==> src/rtl/hazard_pkg.sv <==
// Shared types for the pipeline hazard/stall controller.
package hazard_pkg;

    localparam int unsigned REG_ADDR_W = 5;

    typedef enum logic [1:0] {
        RUN      = 2'd0,
        MC_BUSY  = 2'd1,
        MEM_WAIT = 2'd2
    } hz_state_e;

    // Pipeline stage tags, used only for debug visibility.
    typedef enum logic [2:0] {
        STG_IF  = 3'd0,
        STG_ID  = 3'd1,
        STG_EX  = 3'd2,
        STG_MEM = 3'd3,
        STG_WB  = 3'd4
    } hz_stage_e;

endpackage

==> src/rtl/hazard_raw_cmp.sv <==
// RAW match of one producer stage against the ID-stage source registers.
module hazard_raw_cmp
    import hazard_pkg::*;
(
    input  logic [REG_ADDR_W-1:0] rd_addr,
    input  logic                  rd_wren,
    input  logic [REG_ADDR_W-1:0] rs1_addr,
    input  logic [REG_ADDR_W-1:0] rs2_addr,
    input  logic                  uses_rs1,
    input  logic                  uses_rs2,
    output logic                  match
);

    // x0 is hardwired zero, so writes to it never create a dependency.
    assign match = rd_wren && (rd_addr != '0) &&
                   (((rd_addr == rs1_addr) && uses_rs1) ||
                    ((rd_addr == rs2_addr) && uses_rs2));

endmodule

==> src/rtl/pipe_hazard_ctrl.sv <==
// Pipeline hazard/stall controller: RAW detection, multi-cycle EX stall,
// data-memory wait freeze with timeout, and saturating perf counters.
module pipe_hazard_ctrl
    import hazard_pkg::*;
#(
    parameter int unsigned FWD_EN      = 0,
    parameter int unsigned RF_BYPASS   = 0,
    parameter int unsigned MEM_TIMEOUT = 64,
    parameter int unsigned CNT_W       = 16
) (
    input  logic                  clk_i,
    input  logic                  rst_i,
    input  logic [REG_ADDR_W-1:0] id_rs1_addr_i,
    input  logic [REG_ADDR_W-1:0] id_rs2_addr_i,
    input  logic                  id_uses_rs1_i,
    input  logic                  id_uses_rs2_i,
    input  logic [REG_ADDR_W-1:0] ex_rd_addr_i,
    input  logic                  ex_rd_wren_i,
    input  logic [REG_ADDR_W-1:0] mem_rd_addr_i,
    input  logic                  mem_rd_wren_i,
    input  logic [REG_ADDR_W-1:0] wb_rd_addr_i,
    input  logic                  wb_rd_wren_i,
    input  logic                  ex_is_load_i,
    input  logic                  ex_redirect_i,
    input  logic                  ex_mc_start_i,
    input  logic                  ex_mc_done_i,
    input  logic                  mem_req_i,
    input  logic                  mem_ack_i,
    output logic                  pc_en_o,
    output logic                  id_en_o,
    output logic                  ex_en_o,
    output logic                  mem_en_o,
    output logic                  wb_en_o,
    output logic                  id_flush_o,
    output logic                  ex_flush_o,
    output logic                  mem_flush_o,
    output logic [1:0]            state_o,
    output logic                  mem_timeout_o,
    output logic [CNT_W-1:0]      stall_cnt_o,
    output logic [CNT_W-1:0]      flush_cnt_o
);

    localparam int unsigned WAIT_W = (MEM_TIMEOUT > 2) ? $clog2(MEM_TIMEOUT) : 1;
    localparam logic [WAIT_W-1:0] WAIT_LAST = WAIT_W'(MEM_TIMEOUT - 1);

    hz_state_e          state_q, state_d, ret_q, ret_d, eff_state;
    logic [WAIT_W-1:0]  wait_q, wait_d;
    logic               timeout_q, timeout_d;
    logic [CNT_W-1:0]   stall_q, flush_q;
    logic               ex_match, mem_match, wb_match, raw_hazard;
    logic               wait_expired, redirect_taken;

    hazard_raw_cmp u_cmp_ex (
        .rd_addr(ex_rd_addr_i), .rd_wren(ex_rd_wren_i),
        .rs1_addr(id_rs1_addr_i), .rs2_addr(id_rs2_addr_i),
        .uses_rs1(id_uses_rs1_i), .uses_rs2(id_uses_rs2_i), .match(ex_match)
    );
    hazard_raw_cmp u_cmp_mem (
        .rd_addr(mem_rd_addr_i), .rd_wren(mem_rd_wren_i),
        .rs1_addr(id_rs1_addr_i), .rs2_addr(id_rs2_addr_i),
        .uses_rs1(id_uses_rs1_i), .uses_rs2(id_uses_rs2_i), .match(mem_match)
    );
    hazard_raw_cmp u_cmp_wb (
        .rd_addr(wb_rd_addr_i), .rd_wren(wb_rd_wren_i),
        .rs1_addr(id_rs1_addr_i), .rs2_addr(id_rs2_addr_i),
        .uses_rs1(id_uses_rs1_i), .uses_rs2(id_uses_rs2_i), .match(wb_match)
    );

    assign raw_hazard = (FWD_EN != 0) ? (ex_match && ex_is_load_i)
                      : (ex_match || mem_match || (wb_match && (RF_BYPASS == 0)));

    assign wait_expired = (state_q == MEM_WAIT) && !mem_ack_i && (wait_q == WAIT_LAST);
    assign eff_state    = (state_q == MEM_WAIT) ? ret_q : state_q;

    always_comb begin
        state_d        = state_q;
        ret_d          = ret_q;
        wait_d         = wait_q;
        timeout_d      = timeout_q;
        redirect_taken = 1'b0;
        pc_en_o        = 1'b1;
        id_en_o        = 1'b1;
        ex_en_o        = 1'b1;
        mem_en_o       = 1'b1;
        wb_en_o        = 1'b1;
        id_flush_o     = 1'b0;
        ex_flush_o     = 1'b0;
        mem_flush_o    = 1'b0;

        if ((state_q == MEM_WAIT) && !mem_ack_i && !wait_expired) begin
            {pc_en_o, id_en_o, ex_en_o, mem_en_o, wb_en_o} = '0;
            wait_d = wait_q + 1'b1;
        end else if ((state_q != MEM_WAIT) && mem_req_i && !mem_ack_i) begin
            // The entry cycle is already frozen, so it counts as the first wait cycle.
            {pc_en_o, id_en_o, ex_en_o, mem_en_o, wb_en_o} = '0;
            state_d = MEM_WAIT;
            ret_d   = state_q;
            wait_d  = WAIT_W'(1);
        end else begin
            // Release cycle of a wait is decoded as the state it interrupted.
            wait_d  = '0;
            state_d = RUN;
            if (wait_expired) begin
                timeout_d   = 1'b1;
                mem_flush_o = 1'b1;
            end
            if (!ex_mc_done_i && ((eff_state == MC_BUSY) || ex_mc_start_i)) begin
                pc_en_o     = 1'b0;
                id_en_o     = 1'b0;
                ex_en_o     = 1'b0;
                mem_flush_o = 1'b1;
                state_d     = MC_BUSY;
            end else if (ex_redirect_i) begin
                id_flush_o     = 1'b1;
                ex_flush_o     = 1'b1;
                redirect_taken = 1'b1;
            end else if (raw_hazard) begin
                pc_en_o    = 1'b0;
                id_en_o    = 1'b0;
                ex_flush_o = 1'b1;
            end
        end
    end

    always_ff @(posedge clk_i or posedge rst_i) begin
        if (rst_i) begin
            state_q   <= RUN;
            ret_q     <= RUN;
            wait_q    <= '0;
            timeout_q <= 1'b0;
            stall_q   <= '0;
            flush_q   <= '0;
        end else begin
            state_q   <= state_d;
            ret_q     <= ret_d;
            wait_q    <= wait_d;
            timeout_q <= timeout_d;
            if (!pc_en_o && (stall_q != '1)) stall_q <= stall_q + 1'b1;
            if (redirect_taken && (flush_q != '1)) flush_q <= flush_q + 1'b1;
        end
    end

    assign state_o       = state_q;
    assign mem_timeout_o = timeout_q;
    assign stall_cnt_o   = stall_q;
    assign flush_cnt_o   = flush_q;

endmodule

==> config.mk <==
export PLATFORM = sky130hd
export DESIGN_NAME = pipe_hazard_ctrl
export DESIGN_NICKNAME = d
export VERILOG_FILES = /design/src/rtl/hazard_pkg.sv /design/src/rtl/hazard_raw_cmp.sv /design/src/rtl/pipe_hazard_ctrl.sv
export SDC_FILE = /design/constraint.sdc
export NUM_CORES = 1
export LEC_CHECK = 0
export BUFFER_PORTS_ARGS = -buffer_cell sky130_fd_sc_hd__clkbuf_2
export CAP_MARGIN = 20
export CORE_ASPECT_RATIO = 1.2
export CORE_MARGIN = 2
export CORE_UTILIZATION = 46
export DETAILED_ROUTE_END_ITERATION = 16
export PLACE_DENSITY = 0.73
export SLEW_MARGIN = 20
export SYNTH_ARGS = -nofsm -noshare
export SYNTH_HDL_FRONTEND = slang
export SYNTH_SLANG_ARGS = --single-unit
export TNS_END_PERCENT = 20
==> constraint.sdc <==
create_clock -name clk_i -period 2.4 [get_ports clk_i]
set_clock_uncertainty 0.2 [all_clocks]
set_input_delay 0.36 -clock clk_i [delete_from_list [all_inputs] [get_ports clk_i]]
set_output_delay 0.36 -clock clk_i [all_outputs]
set_load 0.02 [all_outputs]
==> impl_metrics.toml <==
[critical_path]
cp_max_fo = 5
r2r-start = "state_o[0]"
worstSetupPathType = "reg -> out"
worstPathArrival_ns = 1.83
r2r_cells = 9
reg2reg_slack_ns = 0.04
start_kind = "flip-flop"
cp-end-kind = "output pin"
crit_required_ns = 1.84
reg2reg_to = "stall_cnt_o[1]"

[sta]
max_slew.worst_pin.slew_ns = 0.537
max_slew_margin = 0.642
rsz0062_at_grt = "yes"
period_needed_ns = 2.39
maxSlewViolCount = 0
hold_ws_ns = 0.146
setup_violations = 0
period_share = 0.996
report.final.hold_viol_count = 0
worst_slack_ns = 0.0107
fmax_mhz = 419

[floorplan]
die_y_um = 84.9
initial_core_util = 0.477
dieWidth_um = 71.4
io_pins = 81
core_area_mm2 = 0.00526
row_count = 29
fp.dieArea_mm2 = 0.00607

[synth]
synth_edf_count = 0
syn_area_per_cell_um2 = 10.5
synthArstFlopShare = 1.00
synth_cell_type_count = 42
synth_fp_nets = 281
netlist_area_mm2 = 0.00251
synth-seq-cells = 43
yosysTopAreaCell = "dfrtp_1"
yosysSeqAreaShare = 0.429
synth_cells = 240
ys.flop_type = "dfrtp_1"
ys_warn_count = 0
synth_top_area_share = 0.429
synth_area_leaders = "dfrtp_1 (43%), xnor2_1 (21%), nand4_1 (4.0%), nand2_1 (3.4%), nand3_1 (3.0%)"
synthTopCellsByCount = "xnor2_1 (60), dfrtp_1 (43), nand2_1 (23)"
yosys.cell_count.top_type = "xnor2_1"

[route]
viasPerCell = 5.29
drt-wirelength-per-cell_um = 14.0
drt_iter0_markers = 106
wl_um = 5800
dr.pass1.iters = 4
drc = 0
vias = 2185
postRouteAntennaNets = 0

[worst_hold_path]
min_from = "mem_req_i"
holdPathStages = 3
holdCritPathClass = "in -> reg"
holdPathEnd = "wait_q[0]"

[power]
p_switching_uw = 780
clkPwrFrac = 0.283
internal_power_uw = 1580
pwr-share-comb = 0.317
power_uw = 2360
p_sw_frac = 0.331
pwr_density_cell_mw_per_mm2 = 693
ir_drop_v = 0.000284
leakagePower_uw = 0.00161
p_seq_frac = 0.399

[final_layout]
n_antenna_cell = 0
drive_gt1_frac = 0.413
nNetsFinal = 391
area.growth.synth_to_final_pct = 35.6
fin_util = 0.647

[place]
place.gp.congestion = 0.844
dp.final_hpwl_um = 4350
pre_cts_slack_ns = -0.0919
portBuffers = 79

[global_route]
grt_remaining_overflow = 0
grt_pass1_wl_um = 9830
antenna_found_initial = 0
track_usage = 0.200
grt_pass1_vias = 2200
grt_max_degree = 44

[clock_tree]
clkTransAtPathRegs_ns = 0.08
clk_latency_ns = 0.30
clock_sinks = 43
htreeDepth = 2
cts_root_buf = "clkbuf_8"
numCtsBuffers = 5
ctsLongestPathBuffers = 2
cts_tree = "yes"

[job]
cap_violations = 0

[run_status]
status = "completed"
-- state kept, by name, summed over array words and instances, names as in the netlist --
name	count
flush_cnt_o	16
mem_timeout_o	1
ret_q	2
stall_cnt_o	16
state_o	2
wait_q	6
-- metrics by stage --
stage                     area [um2]  instances  TNS (ns)
after global routing            3400        413    -0.793
after global placement          3090        393    -0.187
after floorplan                 2520        240    -0.160
after CTS                       3290        407    -0.106
final                           3400        413         0
after detailed placement        3090        393    -0.216
-- what timing repair did --
item / CTS / global route
pin swaps: 4 / 16
hold endpoints to repair: 43 / 0
gates cloned: 0 / 0
resized for setup: 5 / 26
buffers inserted: 5 / 6
hold buffers: 1 / 0
setup endpoints to repair: 9 / 17
-- critical path: stages (launching register included) --
cell	delay [ns]
dfrtp_2	0.45
and4bb_1	0.23
o31ai_4	0.34
inv_2	0.13
nor3_4	0.22
buf_4	0.17
-- placed cells by master, fill, tap and decap left out, types with 4 or more instances in the layout --
cell	count
and3_1	7
and3_2	4
buf_4	28
buf_6	6
clkbuf_2	74
clkbuf_8	5
dfrtp_1	42
inv_1	4
nand2_1	23
nand3_1	13
nand4_1	16
nor2_1	10
nor3_1	4
xnor2_1	60
xor2_1	4
-- layer usage --
metal  up-vias  GRT usage  wire [um]
li1       1057          -          -
met1      1039      0.249       2400
met2        78      0.342       2940
met3        11     0.0344        332
met4         0     0.0806        131
met5         -          0          0
-- kinds of logic after synthesis --
group           share of synthesized area
mux                               0.00897
simple gates                        0.220
xor+xnor                            0.223
flops                               0.429
buf+inv                            0.0249
compound gates                     0.0788
fa+ha+maj                          0.0150
-- power groups by stage --
stage	Combinational, uW	Sequential (uW)	Clock (uW)
2_1_floorplan	315	1070	0
3_3_place_gp	689	951	0
3_5_place_dp	709	956	0
4_1_cts	727	942	679
5_1_grt	819	964	703
6_report	749	941	669
-- worst max-delay path by stage --
stage	from	to	cells after the start
floorplan	ex_rd_addr_i[0]	pc_en_o	6
global placement	ex_rd_addr_i[0]	id_en_o	7
detailed placement	ex_rd_addr_i[0]	pc_en_o	7
CTS	state_o[0]	mem_flush_o	6
global route	state_o[0]	mem_flush_o	6
finish	state_o[1]	pc_en_o	5
-- area by class of cell --
| cell class | count | area, um2 |
|---|---|---|
| multi-input cells | 185 | 1430 |
| clock inverters | 2 | 60.1 |
| repair buffers | 109 | 658 |
| well taps | 62 | 77.6 |
| clock buffers | 6 | 72.6 |
| fillers | 425 | 1860 |
| inverters | 6 | 25.0 |
| flip-flops and latches | 43 | 1080 |
(Power assumes the default switching activity.)
